[src/rtl/mem_arbiter.sv]
// Arbitrates instruction fetch and load/store traffic onto one single-port memory,
// one transaction outstanding at a time, with a starvation guard for fetch.
module mem_arbiter (
    input  logic        Clk,
    input  logic        Rst,

    input  logic        IfReq,
    input  logic [63:0] IfAddr,
    output logic        IfValid,
    output logic [31:0] IfInst,

    input  logic        LsReq,
    input  logic        LsWe,
    input  logic [63:0] LsAddr,
    input  logic [63:0] LsWdata,
    input  logic [7:0]  LsWmask,
    output logic        LsValid,
    output logic [63:0] LsRdata,

    input  logic        JumpFlag,

    output logic        IfStall,
    output logic        LsStall,

    output logic        MemReq,
    output logic        MemWe,
    output logic [63:0] MemAddr,
    output logic [63:0] MemWdata,
    output logic [7:0]  MemWmask,
    input  logic        MemAck,
    input  logic [63:0] MemRdata
);

    localparam logic [1:0] IDLE    = 2'd0;
    localparam logic [1:0] IF_BUSY = 2'd1;
    localparam logic [1:0] LS_BUSY = 2'd2;

    logic [1:0]  state_q,     state_d;
    logic [1:0]  ls_streak_q, ls_streak_d;
    logic        drop_if_q,   drop_if_d;

    logic        mem_req_q,   mem_req_d;
    logic        mem_we_q,    mem_we_d;
    logic [63:0] mem_addr_q,  mem_addr_d;
    logic [63:0] mem_wdata_q, mem_wdata_d;
    logic [7:0]  mem_wmask_q, mem_wmask_d;

    logic        if_valid_q,  if_valid_d;
    logic        ls_valid_q,  ls_valid_d;
    logic [31:0] if_inst_q,   if_inst_d;
    logic [63:0] ls_rdata_q,  ls_rdata_d;

    logic        starve;
    logic        ls_grant;
    logic        if_grant;

    // Three back-to-back load/store grants while fetch waits hand the next slot to fetch.
    assign starve   = (ls_streak_q == 2'd3) && IfReq;
    assign ls_grant = (state_q == IDLE) && LsReq && !starve;
    assign if_grant = (state_q == IDLE) && IfReq && !ls_grant;

    always_comb begin
        // NOTE: every next-state signal gets a default here so no path infers a latch.
        state_d     = state_q;
        ls_streak_d = ls_streak_q;
        drop_if_d   = drop_if_q;
        mem_req_d   = mem_req_q;
        mem_we_d    = mem_we_q;
        mem_addr_d  = mem_addr_q;
        mem_wdata_d = mem_wdata_q;
        mem_wmask_d = mem_wmask_q;
        if_valid_d  = 1'b0;
        ls_valid_d  = 1'b0;
        if_inst_d   = if_inst_q;
        ls_rdata_d  = ls_rdata_q;

        case (state_q)
            IDLE: begin
                if (ls_grant) begin
                    state_d     = LS_BUSY;
                    mem_req_d   = 1'b1;
                    mem_we_d    = LsWe;
                    mem_addr_d  = LsAddr;
                    mem_wdata_d = LsWdata;
                    mem_wmask_d = LsWmask;
                end else if (if_grant) begin
                    state_d     = IF_BUSY;
                    mem_req_d   = 1'b1;
                    mem_we_d    = 1'b0;
                    mem_addr_d  = IfAddr;
                    mem_wdata_d = 64'd0;
                    mem_wmask_d = 8'd0;
                end
            end

            IF_BUSY: begin
                if (MemAck) begin
                    state_d   = IDLE;
                    mem_req_d = 1'b0;
                    drop_if_d = 1'b0;
                    // A flush seen at any point of the fetch, including the ack cycle, kills its response.
                    if (!drop_if_q && !JumpFlag) begin
                        if_valid_d = 1'b1;
                        if_inst_d  = MemRdata[31:0];
                    end
                end else if (JumpFlag) begin
                    drop_if_d = 1'b1;
                end
            end

            LS_BUSY: begin
                if (MemAck) begin
                    state_d    = IDLE;
                    mem_req_d  = 1'b0;
                    ls_valid_d = 1'b1;
                    if (!mem_we_q) begin
                        ls_rdata_d = MemRdata;
                    end
                end
            end

            default: begin
                state_d   = IDLE;
                mem_req_d = 1'b0;
            end
        endcase

        if (if_grant || !IfReq) begin
            ls_streak_d = 2'd0;
        end else if (ls_grant && (ls_streak_q != 2'd3)) begin
            ls_streak_d = ls_streak_q + 2'd1;
        end
    end

    always_ff @(posedge Clk or posedge Rst) begin
        if (Rst) begin
            state_q     <= IDLE;
            ls_streak_q <= 2'd0;
            drop_if_q   <= 1'b0;
            mem_req_q   <= 1'b0;
            mem_we_q    <= 1'b0;
            mem_addr_q  <= 64'd0;
            mem_wdata_q <= 64'd0;
            mem_wmask_q <= 8'd0;
            if_valid_q  <= 1'b0;
            ls_valid_q  <= 1'b0;
            if_inst_q   <= 32'd0;
            ls_rdata_q  <= 64'd0;
        end else begin
            // NOTE: sequential state uses non-blocking assignments so all registers sample together.
            state_q     <= state_d;
            ls_streak_q <= ls_streak_d;
            drop_if_q   <= drop_if_d;
            mem_req_q   <= mem_req_d;
            mem_we_q    <= mem_we_d;
            mem_addr_q  <= mem_addr_d;
            mem_wdata_q <= mem_wdata_d;
            mem_wmask_q <= mem_wmask_d;
            if_valid_q  <= if_valid_d;
            ls_valid_q  <= ls_valid_d;
            if_inst_q   <= if_inst_d;
            ls_rdata_q  <= ls_rdata_d;
        end
    end

    assign MemReq   = mem_req_q;
    assign MemWe    = mem_we_q;
    assign MemAddr  = mem_addr_q;
    assign MemWdata = mem_wdata_q;
    assign MemWmask = mem_wmask_q;

    assign IfValid  = if_valid_q;
    assign IfInst   = if_inst_q;
    assign LsValid  = ls_valid_q;
    assign LsRdata  = ls_rdata_q;

    assign IfStall  = IfReq & ~if_valid_q;
    assign LsStall  = LsReq & ~ls_valid_q;

endmodule

[config.mk]
export PLATFORM = sky130hd
export DESIGN_NAME = mem_arbiter
export DESIGN_NICKNAME = d
export VERILOG_FILES = /design/src/rtl/mem_arbiter.sv
export SDC_FILE = /design/constraint.sdc
export NUM_CORES = 1
export LEC_CHECK = 0
export ABC_AREA = 0
export BUFFER_PORTS_ARGS = -buffer_cell sky130_fd_sc_hd__buf_4
export CAP_MARGIN = 20
export CORE_AREA = 2 2 197 199
export DETAILED_ROUTE_END_ITERATION = 8
export DIE_AREA = 0 0 199 201
export GPL_TIMING_DRIVEN = 0
export PLACE_DENSITY_LB_ADDON = 0.05
export REMOVE_ABC_BUFFERS = 1
export SYNTH_ARGS = -nofsm -noshare
export SYNTH_HDL_FRONTEND = slang
export SYNTH_SLANG_ARGS = --single-unit
[constraint.sdc]
create_clock -name Clk -period 8.2 [get_ports Clk]
set_input_delay 0.41 -clock Clk [delete_from_list [all_inputs] [get_ports Clk]]
set_output_delay 0.41 -clock Clk [all_outputs]
set_load 0.01 [all_outputs]
==> metrics.csv <==
stage,metric,value,unit
synth,area of the mapped netlist,0.00999,mm^2
placement,Placed Area,0.0143,mm^2
placement,IO buf count,508,
synth,Yosys top cell by area,dfrtp_1,
timing,Final Cycle Share,38.4,%
worst_setup_path,CP Capture Type,flop,
drt,DRC Markers,0,
worst_setup_path,crit path launch,state_q[0],
synth,"top cells by area, synth","dfrtp_1 (60%), mux2_2 (9.6%), a22o_1 (6.4%), o2111ai_1 (5.6%), a31oi_1 (4.0%)",
pwr,power after layout,6160,uW
layout,nets,1534,
worst_setup_path,FF-to-FF Start,state_q[0],
synth,ys async rst share,100,%
timing,worst clock skew,0.0129,ns
layout,most frequent cells in the layout,"buf_4 (508), dfrtp_1 (241), mux2_2 (85)",
drt,DR WL/cell,20.9,um
pwr,VDD IR max,189,uV
synth,Seq cells post-synth,241,
layout,Final Cell Area,0.0154,mm^2
worst_setup_path,CP Class,reg -> reg,
synth,synth warn,0,
clock_network,CTS tree,built,
layout,layout cells sized above 1,51.9,%
global_routing,GRT Resource Usage Total,18.3,%
timing,final slew viol count,0,
synth,Mapped Cells,790,
global_routing,largest net degree at the start of global routing,116,
die,core box area,0.0381,mm^2
die,chip width,199,um
die,Core Rows,72,
drt,drt initial violations,329,
global_routing,initial antenna violation count,3,
layout,"most common cell after layout, fill and taps aside",buf_4,
drt,vias after detailed routing,8480,
timing,Least-Margin Pin Slew,0.956,ns
worst_setup_path,CP max FO,65,
layout,fill count,3775,
hold_path,Hold Crit Start,LsWdata[28],
pwr,Leak,0.00719,uW
pwr,Pwr Density,400,mW/mm^2
timing,Max-Slew Margin vs Limit,36.1,%
timing,number of hold violations in the final report,0,
clock_network,CTS HTree Levels,1,
global_routing,first-pass GRT wire length,55900,um
run_status,status,"complete, no violations",
worst_setup_path,Reg2Reg Setup Slack,5.05,ns
worst_setup_path,R2R Path End,MemWdata[26],
synth,Unique masters post-synth,32,
drt,vias per cell,4.70,
hold_path,worst hold stages,2,
die,starting density of the core,26.2,%
hold_path,hold crit path type,in -> reg,
run,max cap viols,0,
placement,gp weighted congestion,0.764,
die,# IOs,509,
timing,Setup TNS Final,0,ns
timing,post-route minimum period,3.15,ns
clock_network,"Clk Latency, worst-skew pair",0.57,ns
clock_network,Num CTS Buffers,29,
clock_network,clock buffer depth,3,
timing,Max Clk Rate,317,MHz
synth,post-synth top area share,60.4,%
clock_network,CTS sink count,241,
global_routing,vias in the first global route,8805,
synth,Avg Inst Size Synth,12.6,um^2
timing,Setup-failing EPs final,0,
worst_setup_path,worst path required time,8.70,ns
drt,antenna violation net count after detailed routing,0,
drt,DRT Pass-1 Iters,4,
drt,total wire length,37700,um
synth,"Primary FF master, synth",dfrtp_1,
clock_network,Clock transition at path regs,0.06,ns
synth,number of flops mapped to enable cells by yosys,0,
worst_setup_path,critical path arrival,3.66,ns
die,full die area,0.0400,mm^2
timing,RSZ-0062 raised after global routing,no,
clock_network,Root Driver,clkbuf_16,
worst_setup_path,critical path startpoint category,flop,
die,DIE HEIGHT,201,um
worst_setup_path,reg2reg path depth,6,
global_routing,gr ovfl total,0,
worst_setup_path,Critical Path End,MemWdata[26],
layout,Layout area overhead,54.1,%
synth,register area share after synthesis,60.4,%
placement,DP Wirelength,25800,um
==> where the power goes <==
group          switching (uW)  internal, uW
clock                     540           846
combinational            1290          1370
sequential                321          1790
==> cell usage after synthesis (2+ instances only) <==
master	n
ha_1	4
nand2b_1	4
o2111ai_1	64
o21ai_1	37
clkbuf_2	3
inv_1	5
buf_4	12
buf_2	32
a31oi_1	64
nand4_1	2
nor2_1	67
buf_6	7
mux2_1	11
a22o_1	73
clkbuf_1	23
nand2_1	2
mux2_2	85
buf_1	6
o21ai_0	31
nor2b_1	2
a21oi_1	5
dfrtp_1	241
==> worst min path at each step <==
| stage | to | slack (ns) |
|---|---|---|
| after floorplan | drop_if_q | 0.50 |
| after global placement | IfInst[27] | 0.47 |
| after detailed placement | LsRdata[33] | 0.42 |
| after CTS | MemWdata[28] | 0.01 |
| after global routing | MemWdata[28] | 0.02 |
| final | MemWdata[28] | 0.05 |
==> worst max-delay path: stages, from the launching register on <==
cell and delay (ns):
dfrtp_1 0.38, inv_1 0.14, ha_4 0.49, nand2_4 0.57, nor2_4 0.97, buf_12 0.30
a22o_1 0.16
==> cell type report <==
class | count | area (um^2) | share of cell area [%]
inverters | 6 | 30.0 | 0.195
clock buffers | 45 | 896 | 5.82
multi-input cells | 460 | 3530 | 22.9
clock inverters | 9 | 143 | 0.927
repair buffers | 521 | 4100 | 26.7
diodes | 3 | 7.51 | 0.0488
well taps | 518 | 648 | 4.21
flip-flops and latches | 241 | 6030 | 39.2
==> metrics by stage <==
stage	hold slack, ns	utilization, %	setup WS [ns]	std cells
floorplan	0.496	-	1.17	707
global placement	0.471	36.7	-2.77	1733
detailed placement	0.422	37.6	4.80	1745
CTS	0.0103	40.4	5.01	1800
global route	0.0242	40.4	4.78	1803
finish	0.0538	40.4	5.05	1803
==> flip-flops by register name, indices dropped and copies added (netlist names) <==
name         cells
MemWmask         8
state_q          2
ls_streak_q      2
MemAddr         64
MemWe            1
MemWdata        64
MemReq           1
drop_if_q        1
IfInst          32
LsRdata         64
LsValid          1
IfValid          1
==> logic make-up after synthesis <==
group	after synthesis	share of synthesized area [%]
buf+inv	89	4.76
compound gates	275	19.8
mux	97	10.9
fa+ha+maj	4	0.501
simple gates	84	3.69
flops	241	60.4
==> per-layer routing <==
layer  wire [um]  track usage [%]  share of wire (%)
met3        3760             6.80                 10
met4        1120             6.85                3.0
met1       14800             22.0                 39
met5           0                0                  0
met2       18000             29.6                 48
==> repair_timing <==
action                                 CTS  global route
hold buffers                             1             0
buffers inserted                         0             0
resized for setup                        0             0
endpoints found under the hold margin   39             0
No activity file was read; power rests on OpenSTA's default activity.
